[src/rtl/sc_timer.sv]
`default_nettype none
// ============================================================================
// Module  : sc_timer
// Brief   : Up-counter with synchronous clear and terminal-count flag.
// Revision: 1.0 - initial release
// ============================================================================
module sc_timer #(
    parameter int WIDTH    = 32,
    parameter int TERMINAL = 1000
) (
    input  logic clk,
    input  logic reset,
    input  logic clear,
    input  logic enable,
    output logic tc
);

    logic [WIDTH-1:0] count_q;
    logic [WIDTH-1:0] count_d;

    always_comb begin
        count_d = count_q;
        if (clear) begin
            count_d = '0;
        end else if (enable) begin
            count_d = count_q + WIDTH'(1);
        end
    end

    always_ff @(posedge clk or negedge reset) begin
        if (!reset) begin
            count_q <= '0;
        end else begin
            count_q <= count_d;
        end
    end

    assign tc = (count_q == WIDTH'(TERMINAL - 1));

endmodule
`default_nettype wire

[config.mk]
export PLATFORM = sky130hd
export DESIGN_NAME = sc_timer
export DESIGN_NICKNAME = d
export VERILOG_FILES = /design/src/rtl/sc_timer.sv
export SDC_FILE = /design/constraint.sdc
export NUM_CORES = 1
export LEC_CHECK = 0
export BUFFER_PORTS_ARGS = -buffer_cell sky130_fd_sc_hd__buf_4
export CORE_MARGIN = 10
export CORE_UTILIZATION = 45
export CTS_CLUSTER_SIZE = 40
export DETAILED_ROUTE_END_ITERATION = 16
export SYNTH_ARGS = -nofsm -noshare
export SYNTH_HDL_FRONTEND = slang
export SYNTH_SLANG_ARGS = --single-unit
[constraint.sdc]
create_clock -name clk -period 1.9 [get_ports clk]
set_input_delay 0.285 -clock clk [delete_from_list [all_inputs] [get_ports clk]]
set_output_delay 0.285 -clock clk [all_outputs]
set_load 0.01 [all_outputs]
==> impl_table.tex, run 1 <==
\begin{tabular}{lr}
\hline
Metric & Value \\
\hline
\multicolumn{2}{l}{\textbf{Status}} \\
Outcome & complete, but fails checks \\
Failing checks & setup timing \\
\multicolumn{2}{l}{\textbf{STA}} \\
Worst setup slack after layout & -0.111 ns \\
Fin Clk Skew & 0.00301 ns \\
Final Setup Violations & 1 \\
Setup repair after global routing missed its margin & true \\
Normalized max-slew margin & 72.3\% \\
Tightest Pin Transition & 0.416 ns \\
Total negative setup slack & -0.111 ns \\
Share of the clock period used by the worst path & 106\% \\
Final count of pins violating max slew & 0 \\
Post-layout minimum cycle time & 2.01 ns \\
Hold Fails Final Rpt & 0 \\
Maximum clock frequency & 497 MHz \\
\multicolumn{2}{l}{\textbf{Detailed routing}} \\
Detailed-route wire length per cell & 16.5 microns \\
Number of DRC violations after detailed-routing iteration 0 & 112 \\
Remaining antenna violation count after routing & 0 \\
Routed via count & 1587 \\
Via density per instance & 6.03 \\
Number of iterations in the first detailed-routing pass & 4 \\
Post-route DRC violation count & 0 \\
Aggregate routed wire length & 4340 microns \\
\multicolumn{2}{l}{\textbf{Clock tree}} \\
Clock-pin slew on the worst setup and hold paths & 0.07 ns \\
Number of sinks driven by the clock tree & 32 \\
Worst-Skew Late Latency & 0.29 ns \\
Total clock buffers created by CTS & 5 \\
Number of H-tree branching levels & 2 \\
TritonCTS clock tree & done \\
Root Buffer & sky130\_fd\_sc\_hd\_\_clkbuf\_8 \\
Maximum buffer depth of the clock tree & 2 \\
\multicolumn{2}{l}{\textbf{Synth}} \\
Number of synthesized flops with an enable pin & 0 \\
Proportion of synthesized chip area in sequential cells & 45.3\% \\
Most common cell in the synthesized netlist & sky130\_fd\_sc\_hd\_\_dfrtp\_1 \\
Cells after Synth & 187 \\
Post-synth net total & 192 \\
Ys Warns & 0 \\
Ys async rst share & 100\% \\
Post-synth cell types & 29 \\
Proportion of netlist area held by the largest area contributor & 45.3\% \\
Average footprint of a synthesized cell & 9.45 sq um \\
Dominant register cell in the synthesized netlist & sky130\_fd\_sc\_hd\_\_dfrtp\_1 \\
Cell types with the largest area share after synthesis & sky130\_fd\_sc\_hd\_\_dfrtp\_1 45\%, sky130\_fd\_sc\_hd\_\_or4\_1 7.6\%, sky130\_fd\_sc\_hd\_\_o31ai\_1 6.8\%, sky130\_fd\_sc\_hd\_\_a21oi\_1 5.1\%, sky130\_fd\_sc\_hd\_\_xnor2\_1 5.0\% \\
Library cell with the largest summed area after synthesis & sky130\_fd\_sc\_hd\_\_dfrtp\_1 \\
Total standard cell area after synthesis & 0.00177 sq mm \\
Commonest cells post-synth & 32 x sky130\_fd\_sc\_hd\_\_dfrtp\_1, 18 x sky130\_fd\_sc\_hd\_\_a21oi\_1, 18 x sky130\_fd\_sc\_hd\_\_or4\_1 \\
Synthesis-stage register bit count & 32 \\
\multicolumn{2}{l}{\textbf{Critical path}} \\
Source of the worst register-to-register timing path & count\_q[1]\$\_DFFE\_PN0P\_ \\
Endpoint arrival time on the critical path & 1.73 ns \\
Critical Path Start Type & flip-flop \\
Worst Setup Path Type & flip-flop to primary output \\
Critical Path Fanout Max & 3 \\
Category of the worst setup path capture point & primary output \\
Reg2Reg Setup Slack & 0.05 ns \\
Startpoint of the worst setup timing path & count\_q[16]\$\_DFFE\_PN0P\_ \\
Required time worst endpoint & 1.62 ns \\
\multicolumn{2}{l}{\textbf{Global route}} \\
Overall fraction of global-route tracks in use & 13.3\% \\
Vias in the first global route & 1561 \\
Antenna violations before repair & 0 \\
Wire length of the first global-routing pass & 7080 microns \\
Maximum number of pins on one net before global-route repair & 35 \\
Remaining global-route overflow & 0 \\
\multicolumn{2}{l}{\textbf{Layout}} \\
Number of nets in the final layout & 219 \\
Share of the core filled with cells in the final layout & 58.4\% \\
Largest registers ranked by flip-flop count & count\_q x32 \\
Synth-to-layout area growth & 22.8\% \\
Flip-flop count of the largest register after layout & 32 \\
Filler cells & 338 \\
Layout cell share with drive strength beyond 1 & 29.3\% \\
Number of diodes & 0 \\
Most flop-heavy register & count\_q \\
Design Area, Final & 0.00217 sq mm \\
\multicolumn{2}{l}{\textbf{Floorplan}} \\
Boundary Pins & 5 \\
Chip Width & 82.7 microns \\
Starting density of the core & 47.5\% \\
Die footprint & 0.00683 sq mm \\
Core outline area & 0.00372 sq mm \\
Overall die height & 82.7 microns \\
Core Rows & 22 \\
\multicolumn{2}{l}{\textbf{Flow run}} \\
Max Cap Viol & 0 \\
\multicolumn{2}{l}{\textbf{Placed design}} \\
Half-perimeter wire length after detailed placement & 2760 microns \\
Port Buffers & 4 \\
GPL Wtd Cong & 0.805 \\
Placed cell area & 0.00196 sq mm \\
\multicolumn{2}{l}{\textbf{Min path}} \\
Hold Crit Class & input port to flip-flop \\
Startpoint of the most critical hold path & enable \\
\multicolumn{2}{l}{\textbf{Power}} \\
Worst VDD drop & 0.416 mV \\
Static leakage power & 0.820 nW \\
PwrDens & 602 mW/mm\^{}2 \\
\hline
\end{tabular}
## what timing repair did
| item | 4_1_cts | 5_1_grt |
|---|---|---|
| setup endpoints to repair | 6 | 12 |
| gates resized for setup | 7 | 11 |
| pin swaps | 0 | 2 |
| gates cloned | 0 | 1 |
| hold buffers | 1 | 0 |
| endpoints found under the hold margin | 32 | 0 |
| buffers inserted | 0 | 4 |
## kinds of logic after synthesis
| kind of cell | synth area share (%) |
|---|---|
| simple gates | 28.2 |
| compound gates | 13.2 |
| flops | 45.3 |
| buf+inv | 5.59 |
| xor+xnor | 6.44 |
| mux | 0.567 |
| fa+ha+maj | 0.708 |
## final timing paths
kind                                            to  cells past startpoint
max                                             tc                      6
min                         count_q[0]$_DFFE_PN0P_                      4
max reg2reg                count_q[31]$_DFFE_PN0P_                      5
min reg2reg                count_q[31]$_DFFE_PN0P_                      2
max in group asynchronous  count_q[19]$_DFFE_PN0P_                      2
min in group asynchronous  count_q[26]$_DFFE_PN0P_                      2
## routing by layer
layer / share of wire (%) / vias up / track usage [%]
met3: 3.5 / 6 / 4.00
met2: 49 / 25 / 21.9
met5: 0 / - / 0
li1: - / 763 / -
met4: 1.3 / 0 / 4.01
met1: 47 / 793 / 16.2
## worst max-delay path, stage by stage, from the launching register on
cell,delay [ns]
sky130_fd_sc_hd__dfrtp_1,0.41
sky130_fd_sc_hd__buf_6,0.14
sky130_fd_sc_hd__nor4_4,0.20
sky130_fd_sc_hd__nand4_1,0.14
sky130_fd_sc_hd__nor4_2,0.23
sky130_fd_sc_hd__and4_1,0.21
sky130_fd_sc_hd__buf_4,0.12
## cells in the final DEF (no fill, tap or decap), drive strengths merged, types with 2 or more instances in the layout
cell and count:
buf 32, dfrtp 32, or4 19, a21oi 18
o31ai 16, nor2 14, xnor2 10, nand2 10
nor4 10, nand3 9, nand4 8, clkbuf 8
and4 6, inv 5, nor3 5, xor2 3
or2 2, o21ai 2, or3 2
## stage by stage
step | hold slack (ns) | total power [mW] | cells | setup slack (ns)
4_1_cts | 0.405 | 1.31 | 258 | -0.140
2_1_floorplan | -0.0106 | 0.728 | 187 | 0.0142
3_5_place_dp | 0.252 | 0.755 | 249 | -0.0329
6_report | 0.404 | 1.31 | 263 | -0.111
5_1_grt | 0.448 | 1.35 | 263 | -0.194
3_3_place_gp | 0.247 | 0.752 | 249 | 0.0321
## area by class of cell
cell class | count | area [sq um] | area share [%]
flip-flops and latches | 32 | 806 | 37.1
multi-input cells | 137 | 941 | 43.4
clock buffers | 8 | 90.1 | 4.15
well taps | 48 | 60.1 | 2.77
inverters | 5 | 18.8 | 0.865
repair buffers | 33 | 254 | 11.7
## where the power goes
part | leakage (nW) | internal, mW | switching [mW] | total [mW]
Clock | 0.0455 | 0.296 | 0.260 | 0.555
Combinational | 0.336 | 0.0232 | 0.0379 | 0.0611
Sequential | 0.439 | 0.685 | 0.00420 | 0.690
Total | 0.820 | 1.00 | 0.302 | 1.31
No activity file was read; power rests on OpenSTA's default activity.
==> run 2, diff against run 1 <==
--- a/config.mk
+++ b/config.mk
@@ -10,6 +10,7 @@
 export CORE_UTILIZATION = 45
 export CTS_CLUSTER_SIZE = 40
 export DETAILED_ROUTE_END_ITERATION = 16
+export PLACE_DENSITY = 0.71
 export SYNTH_ARGS = -nofsm -noshare
 export SYNTH_HDL_FRONTEND = slang
 export SYNTH_SLANG_ARGS = --single-unit
==> impl_table.tex, run 2 (synthesis results as in run 1) <==
\begin{tabular}{lr}
\hline
Metric & Value \\
\hline
\multicolumn{2}{l}{\textbf{Min path}} \\
Worst hold path depth & 4 \\
Hold Crit Class & input port to flip-flop \\
Startpoint of the most critical hold path & enable \\
Hold Path End & count\_q[0]\$\_DFFE\_PN0P\_ \\
\multicolumn{2}{l}{\textbf{Critical path}} \\
Reg2Reg Setup Slack & -0.01 ns \\
FF-to-FF End & count\_q[24]\$\_DFFE\_PN0P\_ \\
Endpoint arrival time on the critical path & 1.75 ns \\
Worst Setup Path Type & flip-flop to primary output \\
Startpoint of the worst setup timing path & count\_q[16]\$\_DFFE\_PN0P\_ \\
Category of the worst setup path capture point & primary output \\
Critical Path Start Type & flip-flop \\
Required time worst endpoint & 1.62 ns \\
Critical Path Fanout Max & 6 \\
Source of the worst register-to-register timing path & count\_q[0]\$\_DFFE\_PN0P\_ \\
Worst Reg-to-Reg Cells & 5 \\
\multicolumn{2}{l}{\textbf{Global route}} \\
Antenna violations before repair & 0 \\
Remaining global-route overflow & 0 \\
Maximum number of pins on one net before global-route repair & 35 \\
Overall fraction of global-route tracks in use & 13.5\% \\
Wire length of the first global-routing pass & 7090 microns \\
Vias in the first global route & 1495 \\
\multicolumn{2}{l}{\textbf{Detailed routing}} \\
Number of iterations in the first detailed-routing pass & 4 \\
Via density per instance & 6.18 \\
Remaining antenna violation count after routing & 0 \\
Post-route DRC violation count & 0 \\
Aggregate routed wire length & 4610 microns \\
Detailed-route wire length per cell & 17.6 microns \\
Routed via count & 1618 \\
Number of DRC violations after detailed-routing iteration 0 & 177 \\
\multicolumn{2}{l}{\textbf{Layout}} \\
Layout cell share with drive strength beyond 1 & 34.6\% \\
Leading cell type in the layout, fill and taps excluded & sky130\_fd\_sc\_hd\_\_dfrtp\_1 \\
Synth-to-layout area growth & 26.8\% \\
Number of diodes & 0 \\
Most flop-heavy register & count\_q \\
Leading cell types in the layout, fill and taps excluded & 29 x sky130\_fd\_sc\_hd\_\_dfrtp\_1, 28 x sky130\_fd\_sc\_hd\_\_buf\_4, 14 x sky130\_fd\_sc\_hd\_\_nor2\_1 \\
Flip-flop count of the largest register after layout & 32 \\
Number of nets in the final layout & 218 \\
Largest registers ranked by flip-flop count & count\_q x32 \\
\multicolumn{2}{l}{\textbf{Clock tree}} \\
Number of H-tree branching levels & 2 \\
Root Buffer & sky130\_fd\_sc\_hd\_\_clkbuf\_8 \\
Worst-Skew Late Latency & 0.29 ns \\
Total clock buffers created by CTS & 5 \\
Clock-pin slew on the worst setup and hold paths & 0.06 ns \\
Maximum buffer depth of the clock tree & 2 \\
Number of sinks driven by the clock tree & 32 \\
TritonCTS clock tree & done \\
\multicolumn{2}{l}{\textbf{Floorplan}} \\
Die footprint & 0.00683 sq mm \\
Chip Width & 82.7 microns \\
Boundary Pins & 5 \\
Starting density of the core & 47.5\% \\
Overall die height & 82.7 microns \\
Core outline area & 0.00372 sq mm \\
Core Rows & 22 \\
\multicolumn{2}{l}{\textbf{STA}} \\
Setup repair after global routing missed its margin & true \\
Share of the clock period used by the worst path & 107\% \\
Fin Clk Skew & 0.00345 ns \\
Final Setup Violations & 3 \\
Normalized max-slew margin & 72.6\% \\
Maximum clock frequency & 492 MHz \\
Tightest Pin Transition & 0.411 ns \\
Post-layout minimum cycle time & 2.03 ns \\
Final count of pins violating max slew & 0 \\
Worst setup slack after layout & -0.134 ns \\
Hold Fails Final Rpt & 0 \\
\multicolumn{2}{l}{\textbf{Power}} \\
Static leakage power & 0.831 nW \\
Pwr Total & 1.30 mW \\
Worst VDD drop & 0.446 mV \\
PwrDens & 579 mW/mm\^{}2 \\
\multicolumn{2}{l}{\textbf{Placed design}} \\
Half-perimeter wire length after detailed placement & 2860 microns \\
Port Buffers & 4 \\
Worst setup timing slack at the placement stage & -0.0963 ns \\
GPL Wtd Cong & 0.778 \\
\multicolumn{2}{l}{\textbf{Flow run}} \\
Max Cap Viol & 0 \\
\multicolumn{2}{l}{\textbf{Status}} \\
Outcome & complete, but fails checks \\
Failing checks & setup timing \\
\hline
\end{tabular}
## run 2: cell count changes in the layout (fill, tap and decap cells not counted), sizes merged
cell,before,now
buf,32,30
or4,19,20
## run 2: power breakdown
group / internal, mW / switching (mW) / total, mW / leakage (nW)
registers: 0.686 / 0.00451 / 0.690 / 0.441
clock network: 0.295 / 0.247 / 0.542 / 0.0455
logic: 0.0248 / 0.0408 / 0.0656 / 0.345
## run 2: metrics by stage
stage / util [%] / hold slack, ns / cells / TNS (ns) / instance area [sq um]
3_3_place_gp: 52.1 / 0.242 / 244 / 0 / 1940
6_report: 60.3 / 0.426 / 262 / -0.160 / 2240
5_1_grt: 60.3 / 0.432 / 262 / -0.593 / 2240
3_5_place_dp: 52.1 / 0.249 / 244 / -0.328 / 1940
4_1_cts: 56.1 / 0.418 / 255 / -0.210 / 2080
2_1_floorplan: - / -0.0106 / 187 / 0 / 1780
## run 2: timing repair
| action | 4_1_cts | 5_1_grt |
|---|---|---|
| hold buffers | 1 | 0 |
| gates cloned | 0 | 2 |
| pin swaps | 5 | 11 |
| setup buffers | 2 | 5 |
| endpoints found under the hold margin | 32 | 0 |
| gates resized for setup | 7 | 25 |
| endpoints found under the setup margin | 10 | 13 |
## run 2: layer usage
metal,vias to the layer above,track usage [%],share of wire [%]
met3,12,4.43,4.3
met1,806,16.1,42
met2,39,21.3,51
met4,0,6.52,2.3
met5,-,0,0
li1,761,-,-
## run 2: how the worst max path moves through the flow
stage	to	cells past startpoint	slack [ns]
2_1_floorplan	count_q[31]$_DFFE_PN0P_	5	0.01
3_3_place_gp	count_q[31]$_DFFE_PN0P_	4	0.001
3_5_place_dp	count_q[31]$_DFFE_PN0P_	4	-0.1
4_1_cts	tc	5	-0.21
5_1_grt	tc	6	-0.26
6_report	tc	6	-0.13
## run 2: final cells by class
type | count | area, sq um
Multi-Input combinational cell | 138 | 1020
Clock buffer | 8 | 90.1
Inverter | 5 | 18.8
Timing Repair Buffer | 31 | 251
Fill cell | 315 | 1480
Tap cell | 48 | 60.1
Sequential cell | 32 | 805
## run 2: critical path, cell delays in order, from the launching register on
cell	delay [ns]
sky130_fd_sc_hd__dfrtp_1	0.39
sky130_fd_sc_hd__buf_6	0.14
sky130_fd_sc_hd__nor4_4	0.24
sky130_fd_sc_hd__nand4_1	0.14
sky130_fd_sc_hd__nor4_2	0.23
sky130_fd_sc_hd__and4_1	0.21
sky130_fd_sc_hd__buf_4	0.12
